File: src/rtl/mips_pkg.sv
// Shared MIPS core definitions: datapath widths, fetch FSM states and
// the sign-extension helper used by branch and ALU-operand paths.
package mips_pkg;

    localparam int XLEN   = 32;
    localparam int IMM_W  = 16;
    localparam int JTGT_W = 26;

    typedef enum logic [1:0] {
        BOOT  = 2'd0,
        RUN   = 2'd1,
        HALT  = 2'd2,
        FAULT = 2'd3
    } pc_state_e;

    function automatic logic [XLEN-1:0] sext16to32(input logic [IMM_W-1:0] imm);
        return {{(XLEN-IMM_W){imm[IMM_W-1]}}, imm};
    endfunction

endpackage

File: src/rtl/mips_pc_unit_if.sv
// Fetch control/status bundle between the decoder (master) and the PC unit (slave).
interface mips_pc_unit_if #(
    parameter int CNT_W = 32
);
    import mips_pkg::*;

    logic                stall;
    logic                branch_taken;
    logic [IMM_W-1:0]    branch_imm;
    logic                jump;
    logic [JTGT_W-1:0]   jump_target;
    logic                jump_reg;
    logic [XLEN-1:0]     jr_target;
    logic                halt_req;
    logic [XLEN-1:0]     program_counter;
    logic [XLEN-1:0]     pc_plus1;
    logic                pc_valid;
    logic                halted;
    logic                fault;
    logic [CNT_W-1:0]    retired_count;

    modport master (
        output stall, branch_taken, branch_imm, jump, jump_target,
               jump_reg, jr_target, halt_req,
        input  program_counter, pc_plus1, pc_valid, halted, fault, retired_count
    );

    modport slave (
        input  stall, branch_taken, branch_imm, jump, jump_target,
               jump_reg, jr_target, halt_req,
        output program_counter, pc_plus1, pc_valid, halted, fault, retired_count
    );

endinterface

File: src/rtl/mips_next_pc.sv
// Combinational next-PC source select (jr > jump > branch > sequential) and
// instruction-memory range check on the selected target.
module mips_next_pc
    import mips_pkg::*;
#(
    parameter int IMEM_DEPTH = 256
) (
    input  logic [XLEN-1:0]   pc,
    input  logic              branch_taken,
    input  logic [IMM_W-1:0]  branch_imm,
    input  logic              jump,
    input  logic [JTGT_W-1:0] jump_target,
    input  logic              jump_reg,
    input  logic [XLEN-1:0]   jr_target,
    output logic [XLEN-1:0]   pc_plus1,
    output logic [XLEN-1:0]   next_pc,
    output logic              out_of_range
);

    always_comb begin
        pc_plus1 = pc + XLEN'(1);
        next_pc  = pc_plus1;
        if (jump_reg) begin
            next_pc = jr_target;
        end else if (jump) begin
            next_pc = {pc_plus1[XLEN-1:JTGT_W], jump_target};
        end else if (branch_taken) begin
            next_pc = pc_plus1 + sext16to32(branch_imm);
        end
        out_of_range = (next_pc >= XLEN'(IMEM_DEPTH));
    end

endmodule

File: src/rtl/mips_pc_unit.sv
// Fetch-stage PC unit: BOOT/RUN/HALT/FAULT sequencing, PC register and
// retired-instruction counter; next-PC selection lives in mips_next_pc.
module mips_pc_unit
    import mips_pkg::*;
#(
    parameter int RESET_PC   = 0,
    parameter int IMEM_DEPTH = 256,
    parameter int CNT_W      = 32
) (
    input  logic              clk,
    input  logic              reset,
    mips_pc_unit_if.slave     pc_if
);

    pc_state_e         state_q, state_d;
    logic [XLEN-1:0]   pc_q, pc_d;
    logic [CNT_W-1:0]  cnt_q, cnt_d;
    logic              pc_valid_q, pc_valid_d;
    logic              halted_q, halted_d;
    logic              fault_q, fault_d;

    logic [XLEN-1:0]   pc_plus1;
    logic [XLEN-1:0]   next_pc;
    logic              out_of_range;

    mips_next_pc #(
        .IMEM_DEPTH (IMEM_DEPTH)
    ) u_next_pc (
        .pc           (pc_q),
        .branch_taken (pc_if.branch_taken),
        .branch_imm   (pc_if.branch_imm),
        .jump         (pc_if.jump),
        .jump_target  (pc_if.jump_target),
        .jump_reg     (pc_if.jump_reg),
        .jr_target    (pc_if.jr_target),
        .pc_plus1     (pc_plus1),
        .next_pc      (next_pc),
        .out_of_range (out_of_range)
    );

    always_comb begin
        state_d = state_q;
        pc_d    = pc_q;
        cnt_d   = cnt_q;
        unique case (state_q)
            BOOT: begin
                pc_d    = XLEN'(RESET_PC);
                state_d = RUN;
            end
            RUN: begin
                if (pc_if.halt_req) begin
                    state_d = HALT;
                    cnt_d   = cnt_q + CNT_W'(1);
                end else if (!pc_if.stall) begin
                    // An out-of-range target still retires the instruction that produced it.
                    cnt_d = cnt_q + CNT_W'(1);
                    if (out_of_range) begin
                        state_d = FAULT;
                    end else begin
                        pc_d = next_pc;
                    end
                end
            end
            HALT:    ;
            FAULT:   ;
            default: state_d = BOOT;
        endcase
        pc_valid_d = (state_d == RUN);
        halted_d   = (state_d == HALT);
        fault_d    = (state_d == FAULT);
    end

    always_ff @(posedge clk) begin
        if (reset) begin
            state_q    <= BOOT;
            pc_q       <= XLEN'(RESET_PC);
            cnt_q      <= '0;
            pc_valid_q <= 1'b0;
            halted_q   <= 1'b0;
            fault_q    <= 1'b0;
        end else begin
            state_q    <= state_d;
            pc_q       <= pc_d;
            cnt_q      <= cnt_d;
            pc_valid_q <= pc_valid_d;
            halted_q   <= halted_d;
            fault_q    <= fault_d;
        end
    end

    assign pc_if.program_counter = pc_q;
    assign pc_if.pc_plus1        = pc_plus1;
    assign pc_if.pc_valid        = pc_valid_q;
    assign pc_if.halted          = halted_q;
    assign pc_if.fault           = fault_q;
    assign pc_if.retired_count   = cnt_q;

endmodule

File: src/flat_wrapper.sv
// flat-port wrapper written by rule: the top's interface ports become plain ports
module mips_pc_unit_flat import mips_pkg::*;
#(
    parameter int RESET_PC   = 0,
    parameter int IMEM_DEPTH = 256,
    parameter int CNT_W      = 32
)
  (clk, reset, pc_if_stall, pc_if_branch_taken, pc_if_branch_imm, pc_if_jump, pc_if_jump_target, pc_if_jump_reg, pc_if_jr_target, pc_if_halt_req, pc_if_program_counter, pc_if_pc_plus1, pc_if_pc_valid, pc_if_halted, pc_if_fault, pc_if_retired_count);
  mips_pc_unit_if #(.CNT_W(CNT_W)) pc_if_i ();
  input  logic clk;
  input  logic reset;
  input wire logic [$bits(pc_if_i.stall)-1:0] pc_if_stall;
  input wire logic [$bits(pc_if_i.branch_taken)-1:0] pc_if_branch_taken;
  input wire logic [$bits(pc_if_i.branch_imm)-1:0] pc_if_branch_imm;
  input wire logic [$bits(pc_if_i.jump)-1:0] pc_if_jump;
  input wire logic [$bits(pc_if_i.jump_target)-1:0] pc_if_jump_target;
  input wire logic [$bits(pc_if_i.jump_reg)-1:0] pc_if_jump_reg;
  input wire logic [$bits(pc_if_i.jr_target)-1:0] pc_if_jr_target;
  input wire logic [$bits(pc_if_i.halt_req)-1:0] pc_if_halt_req;
  output wire logic [$bits(pc_if_i.program_counter)-1:0] pc_if_program_counter;
  output wire logic [$bits(pc_if_i.pc_plus1)-1:0] pc_if_pc_plus1;
  output wire logic [$bits(pc_if_i.pc_valid)-1:0] pc_if_pc_valid;
  output wire logic [$bits(pc_if_i.halted)-1:0] pc_if_halted;
  output wire logic [$bits(pc_if_i.fault)-1:0] pc_if_fault;
  output wire logic [$bits(pc_if_i.retired_count)-1:0] pc_if_retired_count;
  assign pc_if_i.stall = pc_if_stall;
  assign pc_if_i.branch_taken = pc_if_branch_taken;
  assign pc_if_i.branch_imm = pc_if_branch_imm;
  assign pc_if_i.jump = pc_if_jump;
  assign pc_if_i.jump_target = pc_if_jump_target;
  assign pc_if_i.jump_reg = pc_if_jump_reg;
  assign pc_if_i.jr_target = pc_if_jr_target;
  assign pc_if_i.halt_req = pc_if_halt_req;
  assign pc_if_program_counter = pc_if_i.program_counter;
  assign pc_if_pc_plus1 = pc_if_i.pc_plus1;
  assign pc_if_pc_valid = pc_if_i.pc_valid;
  assign pc_if_halted = pc_if_i.halted;
  assign pc_if_fault = pc_if_i.fault;
  assign pc_if_retired_count = pc_if_i.retired_count;
  mips_pc_unit #(.RESET_PC(RESET_PC), .IMEM_DEPTH(IMEM_DEPTH), .CNT_W(CNT_W)) u_core (.clk(clk), .reset(reset), .pc_if(pc_if_i));
endmodule
File: config.mk
export PLATFORM = sky130hd
export DESIGN_NAME = mips_pc_unit_flat
export DESIGN_NICKNAME = d
export VERILOG_FILES = /design/src/rtl/mips_pkg.sv /design/src/rtl/mips_pc_unit_if.sv /design/src/rtl/mips_next_pc.sv /design/src/rtl/mips_pc_unit.sv /design/src/flat_wrapper.sv
export SDC_FILE = /design/constraint.sdc
export NUM_CORES = 1
export LEC_CHECK = 0
export CAP_MARGIN = 20
export CORE_AREA = 8 8 147 114
export CTS_CLUSTER_SIZE = 12
export DETAILED_ROUTE_END_ITERATION = 8
export DIE_AREA = 0 0 155 122
export PLACE_DENSITY = 0.78
export SYNTH_ARGS = -nofsm -noshare
export SYNTH_HDL_FRONTEND = slang
export SYNTH_SLANG_ARGS = --single-unit
File: constraint.sdc
create_clock -name clk -period 4.87 [get_ports clk]
set_clock_uncertainty 0.15 [all_clocks]
set_input_delay 0.974 -clock clk [delete_from_list [all_inputs] [get_ports clk]]
set_output_delay 0.974 -clock clk [all_outputs]
set_load 0.005 [all_outputs]
Word-level counts from Yosys, hierarchy flattened:

Cells that the tools add are included.

* bits of input ports: 81
* logic and storage cells: 35
* flip-flop bits (word level): 69

* reduce and logical (&&, ||, !) cells: 4
* add/subtract/negate cells: 3
* order comparisons: 1
* eq/ne operators: 8
* muxes and demuxes: 13

Operators by type and width (number)
* $mux 32: 8
* $add 32x1->32 const B: 2
* $pmux 32 s2: 1
* $add 32x32->32: 1
* $ge 32x9->1 const B: 1
* $mux 2: 3
* $ne 2x2->1 const B: 3
* $eq 2x1->1 const B: 2
* $eq 2x2->1 const B: 2
* $pmux 2 s2: 1
* $reduce_and 4->1: 1
* $logic_not 2->1: 1
* $ne 2x1->1 const B: 1
* $reduce_and 2->1: 1
* $reduce_bool 2->1: 1

Logic depth before layout (Yosys ltp):

* depth after elaboration: 11
* depth in mapped cells: 20
* depth with buffers taken out: 16

Cells and area by module:

From an unflattened synthesis, not the netlist that was laid out.

* cells, all modules: 854
* area, all modules: 6419.9 um^2

Modules (own cells, without submodules)
* mips_next_pc: instances 1, seq. area each 0.0 um^2, area each 3599.7 um^2, cells each 544
* mips_pc_unit: instances 1, seq. area each 1381.3 um^2, area each 2820.2 um^2, cells each 310

Least setup slack after synthesis:

No wires, ideal clock.

* kind: flip-flop to flip-flop
* start: register u_core.pc_q[0] (netlist: u_core.pc_if.program_counter[0])
* end: register u_core.pc_q[12] (netlist: u_core.pc_if.program_counter[12])
* data required time: 4.588 ns
* data arrival time: 4.587 ns
* path buffers: 3
* setup slack: 0.000 ns
* setup time: 0.132 ns
* stages on the path, launching flop included: 19
* path through: dfxtp_1 -> ha_1 -> nand4_1 -> or4_1 -> xnor2_1 -> ha_1 -> clkbuf_1 -> a21oi_1 -> o21a_1 -> nor2_1 -> a211oi_1 -> a31oi_1 -> nand4_1 -> a221o_1 -> or4_1 -> buf_2 -> o41ai_4 -> buf_4 -> a21oi_1

* elaborated cells between the ends (all ways): 12
* those cells by class: add/sub: 2; order compare: 1; eq/ne: 1; mux: 7; reduce/logical: 1

RTL lines
* from (decl): RTL line mips_pc_unit.sv:16 `logic [XLEN-1:0] pc_q, pc_d;`
* from (signal assigned): RTL line mips_pc_unit.sv:76 `pc_q <= XLEN'(RESET_PC);`
* from (signal assigned): RTL line mips_pc_unit.sv:83 `pc_q <= pc_d;`
* $add 32x1->32 *: RTL line mips_next_pc.sv:21 `pc_plus1 = pc + XLEN'(1);`
* named net pc_if_pc_plus1[16]: RTL line flat_wrapper.sv:21 `output wire logic [$bits(pc_if_i.pc_plus1)-1:0] pc_if_pc_plus1;`
* $add 32x32->32: RTL line mips_next_pc.sv:28 `next_pc = pc_plus1 + sext16to32(branch_imm);`
* $mux 32 *: RTL line mips_next_pc.sv:27 `end else if (branch_taken) begin`
* $mux 32 *: RTL line mips_next_pc.sv:25 `end else if (jump) begin`
* $mux 32 *: RTL line mips_next_pc.sv:23 `if (jump_reg) begin`
* $ge 32x9->1 *: RTL line mips_next_pc.sv:30 `out_of_range = (next_pc >= XLEN'(IMEM_DEPTH));`
* $ne 2x2->1 (no line) *
* $reduce_and 4->1 (no line) *

Mark *: on every way through the listed nets, which the timed path passes. The rest lies on a longest branch. The select of a mux whose other input is x is not followed.
A chain may end at the register's enable or synchronous reset.

Worst setup path after layout:

* start: register u_core.pc_q[12] (netlist: u_core.pc_if.program_counter[12])
* end: register u_core.pc_q[17] (netlist: u_core.pc_if.program_counter[17])

* cells in the longest elaborated chain, start to end: 9
* elaborated cells between the ends (all ways): 12
* those cells by class: add/sub: 2; order compare: 1; eq/ne: 1; mux: 7; reduce/logical: 1

Ends and longest elaborated chain (RTL line)
* $add 32x1->32 *: mips_next_pc.sv:21
* $add 32x32->32: mips_next_pc.sv:28
* $mux 32: mips_next_pc.sv:27
* $mux 32 *: mips_next_pc.sv:25
* $mux 32 *: mips_next_pc.sv:23
* parallel branches: the longest is 4 deep, another holds $ge 32x9->1

Every way passes the cells marked *. The select of a mux whose other input is x is not followed.

==> reports/metrics.csv <==
stage,metric,value,unit
run_status,outcome,"finished, final reports clean",
detailed_routing,remaining antenna violation count,0,
layout,Ant. Diodes,0,
min_path,worst hold path type,register to register,
floorplanning,die height,122,um
pwr,Static Leak,4.217,nW
timing,final setup vio count,0,
synth,Synth Register Bits,69,
place,routability cong.,1.021,
synth,post-synthesis sequential area ratio,21.76,%
worst_setup_path,CP bufs+invs,4,
worst_setup_path,R2R Setup Slk,0.006,ns
clock_network,CTS sink count,69,
detailed_routing,DR DRC count,0,
synth,most frequent cell after synthesis,nand2_1,
timing,"Hold Vio Cnt, Final",0,
layout,nets,1316,
timing,Slew @ Worst Pin,1.034,ns
worst_setup_path,CP peak stage delay,0.49,ns
layout,FILL cells,1114,
timing,Fin Setup TNS,0,ns
clock_network,CTS max path bufs,2,
layout,Finished Cell Area,0.01048,sq mm
layout,layout cell share with drive strength beyond 1,25.00,%
grt,first-pass GRT wire length,41.52,mm
timing,"Slew Viols, Final",0,
floorplanning,cell row count,38,
clock_network,CTS tree,built,
worst_setup_path,critical path type,register to register,
synth,Post-Syn Instances,865,
worst_setup_path,"Largest delay share family, worst path",simple AND/OR/NAND/NOR gates,
timing,unrepaired setup endpoints after global routing,true,
pwr,Pwr Total,1.554,mW
worst_setup_path,crit path DAT,4.87,ns
detailed_routing,drt total wl,27.76,mm
grt,vias in the first global route,7767,
worst_setup_path,WP data required,4.88,ns
clock_network,H-tree level count,3,
floorplanning,Core Region,0.01431,sq mm
grt,initial antenna violation count,0,
place,post-DP HPWL,20.87,mm
worst_setup_path,Crit. End Element,register,
run,Max Cap Viol,0,
floorplanning,die width,155,um
worst_setup_path,Crit Path Max Fanout,7,
floorplanning,starting density of the core,44.35,%
synth,Mapped Nets,982,
worst_setup_path,crit path launch type,register,
synth,cell taking the most area after synthesis,dfxtp_1,
clock_network,Num CTS Buffers,9,
synth,"Avg Cell Area, Syn",7.338,sq um
timing,part of the cycle the worst path needs,99.88,%
grt,Total GRT Usage,27.20,%
grt,pin count of the biggest net entering global routing,59,
synth,Post-Synthesis Cell Area,0.006347,sq mm
detailed_routing,drt wl/cell,19.77,um
worst_setup_path,worst-path cell chain,"nand4_1, nor4_2, buf_4, a21oi_1, or2_2, ha_1, buf_4, a21oi_4, o21ai_2, a211oi_2, o211ai_1, mux2i_1, a21oi_1, nand4_1, or4_4, o41ai_4, buf_6, clkbuf_16, a21boi_1",
timing,Tmin final,4.864,ns
detailed_routing,DRT iter0 DRCs,889,
place,Port Buf Inserts,179,
clock_network,CTS root buffer,clkbuf_16,
synth,share of the synthesized area in the top cell type,21.76,%
pwr,Max IR drop VDD,0.2141,mV
timing,Slew HR,31.09,%
synth,leading post-synthesis cells by cell area,"dfxtp_1 22%, ha_1 6.9%, nand2_1 6.3%, nor2_1 5.3%, xnor2_1 4.7%",
floorplanning,DIE AREA,0.01891,sq mm
detailed_routing,first-pass detailed-route iteration total,5,
timing,Fmax,0.2056,GHz
synth,dominant synthesized flop cell,dfxtp_1,
clock_network,Worst-path clk slew,0.05,ns
pwr,power per standard cell area,148.3,mW/mm^2
detailed_routing,vias,8243,
synth,Ys Warns,0,
place,Post-DP Area,0.009479,sq mm
floorplanning,top-level I/O count,180,
grt,GRT overflow,0,
synth,"Distinct cells, synth",74,
synth,"EDFF count, synth",0,
layout,Synth-to-Final Area Change,65.13,%
detailed_routing,DR vias/cell,5.871,
clock_network,"Clk Latency, worst-skew pair",0.33,ns
worst_setup_path,Critical Path Slowest Stage Cell,or4_4,
synth,async set-reset flop share out of synthesis,0,%
synth,"top cells by count, synth","107 x nand2_1, 89 x nor2_1, 69 x dfxtp_1",
## logic make-up after synthesis
kind of cell	synth area share, %
multiplexers	2.562
AO/OA/AOI/OAI	24.58
buffers and inverters	4.337
XOR/XNOR	9.265
AND/OR/NAND/NOR	30.28
flip-flops	21.76
adder cells (fa/ha/maj)	7.215
## area by class of cell
type | count | area (sq um) | share of cell area [%]
clock buffer | 12 | 256.5 | 2.447
tap | 200 | 250.2 | 2.387
multi-input combinational | 726 | 5144 | 49.07
timing repair buffer | 366 | 3312 | 31.60
sequential | 69 | 1393 | 13.29
clock inverter | 4 | 22.52 | 0.2149
inverter | 27 | 103.9 | 0.9908
## path summary, 6_finish.rpt
check	from	to	depth (start not counted)
max	u_core.pc_if.program_counter[12]	u_core.pc_if.program_counter[17]	19
min	u_core.pc_if.retired_count[31]	u_core.pc_if.retired_count[31]	2
max reg2reg	u_core.pc_if.program_counter[12]	u_core.pc_if.program_counter[17]	19
min reg2reg	u_core.pc_if.retired_count[31]	u_core.pc_if.retired_count[31]	2
## power by group
group          switching (mW)  total, mW  leakage, nW  internal (mW)
Clock                   0.235      0.604        0.138          0.369
Sequential             0.0138      0.585        0.561          0.571
Combinational           0.184      0.365         3.52          0.181
## metal layers
| metal | wire [um] | part of all wire [%] | track usage [%] |
|---|---|---|---|
| met1 | 12130 | 44 | 36.10 |
| met3 | 2658 | 9.6 | 6.865 |
| met2 | 12230 | 44 | 42.95 |
| met5 | 0 | 0 | 0 |
| met4 | 746 | 2.7 | 7.937 |
## sequential cells by signal (all words and copies together) (netlist names)
| name | count |
|---|---|
| u_core.state_q | 2 |
| u_core.pc_if.retired_count | 32 |
| u_core.pc_if.fault | 1 |
| u_core.pc_if.halted | 1 |
| u_core.pc_if.pc_valid | 1 |
| u_core.pc_if.program_counter | 32 |
## placed cells by master, fill, tap and decap left out, types with 9 or more instances in the layout
cell type | netlist | layout
clkbuf_16 | 0 | 11
a21oi_2 | 0 | 11
a21boi_1 | 15 | 17
xnor2_2 | 0 | 9
a21o_1 | 9 | 9
xor2_1 | 30 | 26
clkdlybuf4s50_1 | 0 | 178
a21oi_1 | 59 | 47
mux2i_1 | 14 | 13
o21a_1 | 12 | 11
nor2_1 | 89 | 83
xnor2_1 | 34 | 25
nand3_1 | 37 | 35
buf_4 | 2 | 174
nand2b_1 | 9 | 9
nor4_1 | 17 | 13
nor3_1 | 17 | 16
inv_1 | 25 | 24
ha_1 | 35 | 27
and3_1 | 17 | 15
or3_1 | 11 | 11
dfxtp_1 | 69 | 62
nand2_1 | 107 | 106
nand4_1 | 27 | 27
o211ai_1 | 11 | 11
o21ai_0 | 41 | 32
## metrics by stage
| stage | cells | util [%] | setup WS, ns | hold slack, ns |
|---|---|---|---|---|
| global route | 1404 | 73.24 | -0.1713 | 0.3644 |
| global placement | 1365 | 66.24 | -0.2812 | 0.3194 |
| floorplan | 865 | - | 0.0004978 | 0.3186 |
| detailed placement | 1365 | 66.24 | -0.3369 | 0.3336 |
| CTS | 1389 | 69.85 | 0.002457 | 0.3434 |
| finish | 1404 | 73.24 | 0.006054 | 0.3507 |
## worst reg2reg max path: stages (launching register included)
cell and delay [ns]:
dfxtp_1 0.33, nand4_1 0.27, nor4_2 0.34, buf_4 0.20
a21oi_1 0.11, or2_2 0.32, ha_1 0.33, buf_4 0.18
a21oi_4 0.17, o21ai_2 0.11, a211oi_2 0.26, o211ai_1 0.19
mux2i_1 0.21, a21oi_1 0.21, nand4_1 0.16, or4_4 0.49
o41ai_4 0.24, buf_6 0.20, clkbuf_16 0.16, a21boi_1 0.06
## repair_timing
action,CTS,global route
hold buffers,0,0
gates cloned,1,2
buffers inserted,7,13
endpoints found under the setup margin,35,35
pin swaps,12,22
resized for setup,39,78
Power figures use the tool's default switching activity.
